## src/rtl/shuffle_addr_gen.sv

```systemverilog
// Ping-pong address generator in front of the inner-shuffle BRAM: writes tiles
// row-major into one bank while reading the other bank column-major (transpose).
module shuffle_addr_gen #(
   parameter  int WIDTH = 8,
   parameter  int I     = 2,
   parameter  int J     = 3,
   localparam int AW    = $clog2(2 * I * J)
) (
   input  logic             clk,
   input  logic             rst_n,
   input  logic [WIDTH-1:0] idat,
   input  logic             ivld,
   output logic             irdy,
   output logic [WIDTH-1:0] wr_data,
   output logic [AW-1:0]    wr_addr,
   output logic             wr_en,
   output logic [AW-1:0]    rd_addr,
   output logic             rd_req_vld,
   input  logic             rd_req_rdy,
   input  logic             rd_ack,
   output logic             busy
);

   localparam int N  = I * J;
   localparam int RW = (I > 1) ? $clog2(I) : 1;
   localparam int CW = (J > 1) ? $clog2(J) : 1;
   localparam int KW = (N > 1) ? $clog2(N) : 1;
   localparam int OW = $clog2(2 * N + 1);

   localparam logic [RW-1:0] R_LAST    = RW'(I - 1);
   localparam logic [CW-1:0] C_LAST    = CW'(J - 1);
   localparam logic [KW-1:0] K_LAST    = KW'(N - 1);
   localparam logic [AW-1:0] A_ONE     = AW'(1);
   localparam logic [AW-1:0] A_BASE1   = AW'(N);
   localparam logic [AW-1:0] A_ROWSTEP = AW'(J);
   localparam logic [AW-1:0] A_COLBACK = AW'((I - 1) * J);

   typedef enum logic [1:0] {
      EMPTY  = 2'd0,
      FULL   = 2'd1,
      ISSUED = 2'd2
   } bank_st_e;

   bank_st_e          state_q [2];
   bank_st_e          state_d [2];
   logic              wbank_q, wbank_d;
   logic              ibank_q, ibank_d;
   logic              abank_q, abank_d;
   logic [RW-1:0]     wr_r_q, wr_r_d;
   logic [CW-1:0]     wr_c_q, wr_c_d;
   logic [RW-1:0]     rd_r_q, rd_r_d;
   logic [CW-1:0]     rd_c_q, rd_c_d;
   logic [KW-1:0]     ack_q, ack_d;
   logic [AW-1:0]     wr_addr_q, wr_addr_d;
   logic [AW-1:0]     rd_addr_q, rd_addr_d;
   logic [OW-1:0]     outst_q, outst_d;

   logic wr_fire, rd_fire, wr_last, rd_last, rel;

   always_ff @(posedge clk or negedge rst_n) begin
      if (!rst_n) begin
         state_q[0] <= EMPTY;
         state_q[1] <= EMPTY;
         wbank_q    <= 1'b0;
         ibank_q    <= 1'b0;
         abank_q    <= 1'b0;
         wr_r_q     <= '0;
         wr_c_q     <= '0;
         rd_r_q     <= '0;
         rd_c_q     <= '0;
         ack_q      <= '0;
         wr_addr_q  <= '0;
         rd_addr_q  <= '0;
         outst_q    <= '0;
      end else begin
         state_q    <= state_d;
         wbank_q    <= wbank_d;
         ibank_q    <= ibank_d;
         abank_q    <= abank_d;
         wr_r_q     <= wr_r_d;
         wr_c_q     <= wr_c_d;
         rd_r_q     <= rd_r_d;
         rd_c_q     <= rd_c_d;
         ack_q      <= ack_d;
         wr_addr_q  <= wr_addr_d;
         rd_addr_q  <= rd_addr_d;
         outst_q    <= outst_d;
      end
   end

   always_comb begin
      wr_fire = ivld && (state_q[wbank_q] == EMPTY);
      rd_fire = (state_q[ibank_q] == FULL) && rd_req_rdy;
      wr_last = wr_fire && (wr_r_q == R_LAST) && (wr_c_q == C_LAST);
      rd_last = rd_fire && (rd_r_q == R_LAST) && (rd_c_q == C_LAST);
      rel     = rd_ack && (ack_q == K_LAST);
   end

   always_comb begin
      state_d   = state_q;
      wbank_d   = wbank_q;
      ibank_d   = ibank_q;
      abank_d   = abank_q;
      wr_r_d    = wr_r_q;
      wr_c_d    = wr_c_q;
      rd_r_d    = rd_r_q;
      rd_c_d    = rd_c_q;
      ack_d     = ack_q;
      wr_addr_d = wr_addr_q;
      rd_addr_d = rd_addr_q;
      outst_d   = outst_q + OW'(rd_fire) - OW'(rd_ack);

      // Row-major writes are contiguous; the tile end jumps to the other bank base.
      if (wr_fire) begin
         if (wr_c_q == C_LAST) begin
            wr_c_d = '0;
            wr_r_d = (wr_r_q == R_LAST) ? '0 : wr_r_q + RW'(1);
         end else begin
            wr_c_d = wr_c_q + CW'(1);
         end
         if (wr_last) begin
            wbank_d    = ~wbank_q;
            wr_addr_d  = wbank_q ? '0 : A_BASE1;
            state_d[wbank_q] = FULL;
         end else begin
            wr_addr_d  = wr_addr_q + A_ONE;
         end
      end

      // Column-major reads: step by J down a column, then back up to the next column.
      if (rd_fire) begin
         if (rd_r_q != R_LAST) begin
            rd_r_d    = rd_r_q + RW'(1);
            rd_addr_d = rd_addr_q + A_ROWSTEP;
         end else if (rd_c_q != C_LAST) begin
            rd_r_d    = '0;
            rd_c_d    = rd_c_q + CW'(1);
            rd_addr_d = rd_addr_q - A_COLBACK + A_ONE;
         end else begin
            rd_r_d    = '0;
            rd_c_d    = '0;
            ibank_d   = ~ibank_q;
            rd_addr_d = ibank_q ? '0 : A_BASE1;
            state_d[ibank_q] = ISSUED;
         end
      end

      if (rd_ack) begin
         if (rel) begin
            ack_d   = '0;
            abank_d = ~abank_q;
            state_d[abank_q] = EMPTY;
         end else begin
            ack_d   = ack_q + KW'(1);
         end
      end
   end

   always_comb begin
      irdy       = (state_q[wbank_q] == EMPTY);
      wr_en      = ivld && irdy;
      wr_data    = idat;
      wr_addr    = wr_addr_q;
      rd_addr    = rd_addr_q;
      rd_req_vld = (state_q[ibank_q] == FULL);
      busy       = (state_q[0] != EMPTY) || (state_q[1] != EMPTY);
   end

   ack_has_outstanding: assert property (@(posedge clk) disable iff (!rst_n)
      rd_ack |-> (outst_q != '0));

endmodule
```

## config.mk

```make
export PLATFORM = sky130hd
export DESIGN_NAME = shuffle_addr_gen
export DESIGN_NICKNAME = d
export VERILOG_FILES = /design/src/rtl/shuffle_addr_gen.sv
export SDC_FILE = /design/constraint.sdc
export NUM_CORES = 1
export LEC_CHECK = 0
export ABC_AREA = 0
export BUFFER_PORTS_ARGS = -buffer_cell sky130_fd_sc_hd__buf_2
export CORE_MARGIN = 2
export CORE_UTILIZATION = 53
export DETAILED_ROUTE_END_ITERATION = 7
export GPL_ROUTABILITY_DRIVEN = 0
export GPL_TIMING_DRIVEN = 0
export PLACE_DENSITY_LB_ADDON = 0.08
export REMOVE_ABC_BUFFERS = 1
export SETUP_SLACK_MARGIN = 0.4
export SYNTH_ARGS = -nofsm -noshare
export SYNTH_HDL_FRONTEND = slang
export SYNTH_SLANG_ARGS = --single-unit
```

## constraint.sdc

```tcl
create_clock -name clk -period 1.7 [get_ports clk]
set_input_delay 0.425 -clock clk [delete_from_list [all_inputs] [get_ports clk]]
set_output_delay 0.425 -clock clk [all_outputs]
set_load 0.02 [all_outputs]
```

Word level (Yosys, flattened, before mapping)
Index checks and enable logic that the tools add are counted.
W data, S select, Z words.
{ "classes": {"addsub": 9, "n_mul": 0, "div": 0, "order_cmp": 6, "n_eq_ne": 4, "n_shift": 0, "mux": 29, "bitwise": 15, "reduce_logical": 17} }
{ "ops": {"columns": ["op", "count"], "rows": [
  ["$mux W4", 10],
  ["$mux W2", 11],
  ["$mux W3", 3],
  ["$add A4 B1 Y4 const B", 2],
  ["$logic_and A1 B1 Y1", 8],
  ["$reduce_and A2 Y1", 4],
  ["$demux W2 S1", 3],
  ["$ge A2 B2 Y1 const B", 3],
  ["$lt A2 B1 Y1 const B", 3],
  ["$not A1 Y2", 3],
  ["$add A2 B1 Y2 const B", 2],
  ["$add A4 B2 Y4 const B", 1],
  ["$and A2 B2 Y2", 2],
  ["$and A4 B4 Y4", 1],
  ["$not A1 Y1", 4],
  ["$not A2 Y2", 2],
  ["$not A4 Y4", 1],
  ["$or A2 B2 Y2", 2],
  ["$reduce_bool A2 Y1", 2],
  ["$sub A4 B2 Y4 const B", 1],
  ["$add A3 B1 Y3 const B", 1],
  ["$eq A3 B3 Y1 const B", 1],
  ["$reduce_and A3 Y1", 1],
  ["$add A1 B1 Y1 const B", 2],
  ["6 further kinds", 7]
]} }
{ "totals": {"register_bits": 24, "latchBits": 0, "ram_bits": 0, "rom_bits": 0, "in_bits": 13, "output_inout_bits": 20, "wordCells": 92, "memories": 0} }

Longest topological paths before layout
Gate-level depths: netlist of run 1.
{ "logic_depth": {"depth_word": 17, "depth_mapped": 6, "ltp_nobuf": 6} }

Worst setup path before layout of run 1
Ideal clock, no wire load.
{ "synth_path": {"path_type": "flip-flop to flip-flop", "from": "register rd_addr_q[1] (netlist: rd_addr[1])", "to": "register rd_addr_q[3] (netlist: rd_addr[3])", "setup_time_ns": 0.066, "t_arrival_ns": 1.501, "t_required_ns": 1.634, "setup_slack_ns": 0.133, "path_stages_with_launch": 7, "n_path_buf": 0, "period_less_slack_ns": 1.567, "cell_sequence": "dfrtp_1 -> inv_1 -> ha_1 -> a21o_1 -> or2_2 -> a21oi_1 -> a221o_1"} }
{ "synth_between": {"elab_chain_len": 4, "elab_cells_between_ends": 5, "cone_classes": "add/sub (3); mux (2)"} }
{ "synth_lines": {"columns": ["item", "line_no", "text"], "rows": [
  ["start, declared", "55", "logic [AW-1:0] rd_addr_q, rd_addr_d;"],
  ["start signal, assigned", "86", "rd_addr_q <= rd_addr_d;"],
  ["$sub A4 B2 Y4", "138", "rd_addr_d = rd_addr_q - A_COLBACK + A_ONE;"],
  ["$add A4 B1 Y4", "138", null],
  ["$mux W4", "135", "end else if (rd_c_q != C_LAST) begin"],
  ["$mux W4 *", "132", "if (rd_r_q != R_LAST) begin"]
]} }
Mark *: on every way between the ends. The rest lies on a longest branch, timed or not.
A chain may end at the register's enable or synchronous reset.

Worst setup path after layout of run 1
{ "layout_path": {"from": "register wbank_q", "to": "output port irdy"} }
{ "layout_between": {"elab_chain_len": 5} }
{ "layout_lines": {"columns": ["item", "line_no", "text"], "rows": [
  ["start, declared", "46", "logic wbank_q, wbank_d;"],
  ["start signal, assigned", "77", "wbank_q <= wbank_d;"],
  ["$not A1 Y2 (implied by the code)", "160", "irdy = (state_q[wbank_q] == EMPTY);"],
  ["$mux W2 (implied by the code) (3 in series)", "160", null],
  ["$logic_not A2 Y1", "160", null],
  ["end, declared", "13", "output logic irdy,"]
]} }
Every way passes these cells. The select of a mux whose other input is x is not followed.

==> out/metrics.yaml, run 1 <==
run_status:
  status: "complete, but fails checks"
  violations: "setup timing"
synth:
  ys_ff_latch: 24
  synth_top_family_by_area: "simple AND/OR/NAND/NOR gates"
  syn_area_um2: 1430
  synthAdderAreaFrac: 0.0615
  synthArstFlopShare: 1.00
  synth_edf_count: 0
  avgSynthCellArea_um2: 9.83
  synth-simple-area-share: 0.212
  synth.area.top_cells: "dfrtp_1, ha_1, buf_4, nand2_1, o21ai_0"
  ys.flop_type: "dfrtp_1"
  synth_mux_area_frac: 0.0219
  synth_cell_types: 42
  synth_xor_area_frac: 0.0246
  yosys.area.top_type: "dfrtp_1"
  synth-compound-area-share: 0.169
  synthCells: 145
  yosysWarnings: 0
  synth-seq-area-share: 0.421
  synth_top_cell_area_share: 0.421
placed_design:
  portBuffers: 16
  dp_hpwl_um: 1910
critical_path:
  reg2reg_from: "wbank_q"
  path_max_fanout: 5
  r2r_end: "wr_addr[3]"
  path_class: "reg -> out"
  worstSetupStartpointType: "flip-flop"
  critPathMaxStageDelay_ps: 480
  crit_slowest_cell: "dfrtp_2"
  crit_required_ps: 1270
  cpLargestDelayFamily: "flip-flops"
  cp.arrival_ps: 1430
  r2r_slack_ps: -30
  cp_cell_sequence: "inv_1, mux2_2, buf_2"
  end_kind: "primary output"
  r2r.worst_path.cells: 6
  critPathBufInv: 2
clock_network:
  cts-htree-levels: 1
  clk_latency_ps: 320
  clkTransAtPathRegs_ps: 140
  cts_buffer_depth: 2
  cts_buffers: 3
  cts_tree: "done"
  clockRootBuffer: "clkbuf_4"
  cts_num_sinks: 24
floorplanning:
  start_util: 0.565
  die_y_um: 55.9
  dieArea_um2: 3120
  die_w_um: 55.9
  ios: 33
  rows: 18
  fp.coreArea_um2: 2520
worst_hold_path:
  hp-class: "in -> async"
sta:
  slew_viol_final: 0
  finalClockSkew_ps: 4.06
  worst_slack_ps: -159
  fmax_mhz: 538
  hold_viol_final: 0
  worst_pin_slew_ps: 536
  post-route-min-period_ps: 1860
  fin_crit_sh: 1.09
  setup-violations-final: 4
  final.setup.tns_ps: -358
  rsz0062_at_grt: "true"
  slew_headroom: 0.642
global_route:
  grt_max_degree: 25
  grt_pass1_wl_um: 5220
  gr-max-usage-layer: "met2"
  grt_use_met1: 0.265
  gr-total-overflow: 0
  grt_pass1_vias: 1171
  use_met2: 0.362
  met3_usage: 0.0488
  antenna_found_initial: 0
  grt_usage: 0.213
route:
  drt_first_pass_iters: 4
  vias: 1181
  wl_um: 3300
  postRouteAntennaNets: 0
  wl_per_cell_um: 16.0
  viasPerCell: 5.73
  dr.first_iter.drc_count: 20
  drcViolationCount: 0
finish:
  layout-area-overhead-vs-synth_pct: 34.1
  final_core_utilization: 0.757
  nets: 197
  num_antenna_cells: 0
  drive_gt1_frac: 0.477
power:
  irDropWorstVdd_uv: 1390
  p_leak_uw: 0.000865
  p_per_area_nw_per_um2: 1800
  total_power_uw: 3430
job:
  drv_cap: 0
## state kept, by name, summed over array words and instances, names as in the netlist, 2 cells and up
register / count
state_q: 4
rd_c_q: 2
rd_addr: 4
ack_q: 3
wr_addr: 4
wr_c_q: 2
## where the power goes
group | internal, uW | total [uW] | switching [uW]
clock | 131 | 311 | 180
combinational | 1060 | 2010 | 960
sequential | 805 | 1100 | 299
## cells by family (layout without fill, tap and decap cells)
logic type | after synthesis | count (layout)
compound gates | 34 | 34
xor+xnor | 4 | 4
simple gates | 52 | 52
buf+inv | 21 | 52
fa+ha+maj | 7 | 7
mux | 3 | 3
flops | 24 | 24
## routing by layer
metal	up-vias	routed length [um]
met5	-	0
met4	0	95
met3	10	155
met2	46	1720
met1	560	1330
li1	565	-
## synth_stat cells, types with 2 or more instances
master	instances
a221o_1	2
and2_1	2
o21ai_2	2
xnor2_1	4
nor2_1	12
o21ai_1	3
nand2b_1	6
nand2_1	15
a31oi_1	2
mux2i_1	2
ha_1	7
or3_1	2
buf_4	9
dfrtp_1	24
o221ai_2	2
a21oi_1	5
and4bb_4	2
o211ai_1	2
buf_6	2
inv_1	9
nand3_1	2
o21ai_0	9
## cells in the final DEF (no fill, tap or decap), drive strengths merged, types with 2 or more instances in the layout
master	n
a21oi	5
a221o	2
a31oi	2
and2	2
and4bb	2
buf	38
clkbuf	4
dfrtp	24
ha	7
inv	10
mux2i	2
nand2	15
nand2b	6
nand3	3
nor2	13
o211ai	2
o21ai	14
o221ai	2
or2	2
or3	2
xnor2	4
## final cells by class
| class | instances | area, um^2 |
|---|---|---|
| clock buffers | 4 | 36.3 |
| fillers | 164 | 612 |
| inverters | 10 | 40.0 |
| multi-input cells | 100 | 852 |
| flip-flops and latches | 24 | 608 |
| well taps | 30 | 37.5 |
| repair buffers | 38 | 337 |
## worst max path at each step
stage	startpoint	end	slack, ps	cells after the start
2_1_floorplan	rd_addr[1]	rd_addr[3]	130	6
5_1_grt	wbank_q	wr_en	-190	4
4_1_cts	wbank_q	irdy	-90	3
3_5_place_dp	ivld	wr_en	-50	5
3_3_place_gp	ivld	wr_en	-40	5
6_report	wbank_q	irdy	-160	3
## through the flow
| step | setup slack (ps) | instance area [um^2] | hold WS (ps) | cells |
|---|---|---|---|---|
| 2_1_floorplan | 132 | 1340 | 129 | 134 |
| 3_3_place_gp | -38.0 | 1450 | 432 | 180 |
| 3_5_place_dp | -54.8 | 1450 | 439 | 180 |
| 4_1_cts | -88.4 | 1770 | 83.9 | 202 |
| 5_1_grt | -192 | 1910 | 99.6 | 206 |
| 6_report | -159 | 1910 | 62.8 | 206 |
## what timing repair did
| item | CTS | global route |
|---|---|---|
| hold buffers | 0 | 0 |
| buffers inserted | 18 | 4 |
| pin swaps | 13 | 9 |
| setup endpoints to repair | 30 | 32 |
| resized for setup | 44 | 28 |
Note: power is estimated with default switching activity, not from simulation.
==> run 2, diff against run 1 <==
--- a/config.mk
+++ b/config.mk
@@ -12,6 +12,7 @@
 export DETAILED_ROUTE_END_ITERATION = 7
 export GPL_ROUTABILITY_DRIVEN = 0
 export GPL_TIMING_DRIVEN = 0
+export MAX_ROUTING_LAYER = met4
 export PLACE_DENSITY_LB_ADDON = 0.08
 export REMOVE_ABC_BUFFERS = 1
 export SETUP_SLACK_MARGIN = 0.4
==> out/metrics.yaml, run 2 (synthesized netlist as in run 1, its figures left out) <==
floorplanning:
  start_util: 0.565
  fp.coreArea_um2: 2520
  die_w_um: 55.9
  die_y_um: 55.9
  dieArea_um2: 3120
  ios: 33
  rows: 18
finish:
  mostFrequentLayoutCell: "dfrtp_1"
  layoutNonFillerInstCount: 206
  layout-area-overhead-vs-synth_pct: 34.1
  nets: 197
  final_core_utilization: 0.757
  num_antenna_cells: 0
  final_cell_mix: "dfrtp_1, buf_6, buf_4"
  drive_gt1_frac: 0.477
critical_path:
  reg2reg_from: "wbank_q"
  r2r.worst_path.cells: 6
  crit_required_ps: 1270
  crit_slowest_cell: "dfrtp_2"
  cpLargestDelayFamily: "flip-flops"
  r2r_end: "wr_addr[3]"
  cp.arrival_ps: 1430
  critPathMaxStageDelay_ps: 480
  cp_cell_sequence: "inv_1, mux2_2, buf_2"
  path_max_fanout: 5
  end_kind: "primary output"
  critPathBufInv: 2
  crit_path_end: "irdy"
  worstSetupStartpointType: "flip-flop"
  cp.depth: 3
  startpoint: "wbank_q"
  r2r_slack_ps: -30
  path_class: "reg -> out"
clock_network:
  cts-htree-levels: 1
  cts_buffer_depth: 2
  cts_tree: "done"
  clockRootBuffer: "clkbuf_4"
  clkTransAtPathRegs_ps: 140
  cts_num_sinks: 24
  cts_buffers: 3
  cts_hold_buf: 0
  clk_latency_ps: 320
sta:
  hold_viol_final: 0
  slew_viol_final: 0
  finalClockSkew_ps: 5.21
  worst_pin_slew_ps: 543
  worst_slack_ps: -155
  setup-violations-final: 4
  rsz0062_at_grt: "true"
  final.setup.tns_ps: -349
  slew_headroom: 0.638
  fmax_mhz: 539
  fin_crit_sh: 1.09
  post-route-min-period_ps: 1850
route:
  drcViolationCount: 0
  viasPerCell: 5.77
  drt_first_pass_iters: 4
  wl_per_cell_um: 16.0
  wl_um: 3290
  postRouteAntennaNets: 0
  dr.first_iter.drc_count: 21
  vias: 1189
global_route:
  grt_pass1_wl_um: 5240
  grt_pass1_vias: 1172
  grt_usage: 0.219
  antenna_found_initial: 0
  grt_max_degree: 25
  gr-total-overflow: 0
placed_design:
  dp_cells: 180
  dp_hpwl_um: 1910
  portBuffers: 16
run_status:
  violations: "setup timing"
  status: "complete, but fails checks"
worst_hold_path:
  hp-class: "in -> async"
power:
  total_power_uw: 3430
  irDropWorstVdd_uv: 1390
  p_per_area_nw_per_um2: 1790
  p_leak_uw: 0.000865
job:
  drv_cap: 0
run 2: worst min path at each step:
| stage | startpoint | slack (ps) | end |
|---|---|---|---|
| floorplan | rst_n | 130 | abank_q |
| detailed placement | rst_n | 440 | rd_addr[0] |
| CTS | rst_n | 80 | rd_addr[3] |
| global placement | rst_n | 430 | rd_addr[0] |
| finish | rst_n | 60 | rd_addr[0] |
| global route | rst_n | 100 | rd_addr[0] |
run 2: final cells by class:
cell class / count / area (um^2)
multi-input cells: 100 / 852
inverters: 10 / 40.0
fillers: 164 / 612
repair buffers: 38 / 337
well taps: 30 / 37.5
flip-flops and latches: 24 / 608
clock buffers: 4 / 36.3
run 2: metrics by stage:
step	area (um^2)	worst slack, ps	hold WS, ps
floorplan	1340	132	129
finish	1910	-155	64.8
global route	1910	-192	99.6
global placement	1450	-38.0	432
detailed placement	1450	-54.8	439
CTS	1770	-88.4	83.9
run 2: layer usage:
| metal | GRT usage | vias to the layer above | part of all wire |
|---|---|---|---|
| met5 | - | - | 0 |
| met4 | 0.0748 | 0 | 0.031 |
| met3 | 0.0488 | 12 | 0.043 |
| met2 | 0.362 | 49 | 0.52 |
| met1 | 0.267 | 560 | 0.41 |
| li1 | - | 568 | - |
run 2: what timing repair did:
| action | 4_1_cts | 5_1_grt |
|---|---|---|
| gates resized for setup | 44 | 28 |
| buffers inserted | 18 | 4 |
| pin swaps | 13 | 9 |
| endpoints found under the setup margin | 30 | 32 |
run 2: power by group:
part | leakage, uW | switching [uW] | internal (uW) | total [uW]
Sequential | 0.000284 | 300 | 805 | 1110
Clock | 0.0000210 | 179 | 131 | 310
Combinational | 0.000559 | 955 | 1060 | 2010
Total | 0.000865 | 1430 | 1990 | 3430
run 2: worst register-to-register path: cells and delay by family, from the launching register on:
kind            cells  cell delay (ps)
simple gates        3              780
flops               1              480
buf+inv             2              260
compound gates      1              140
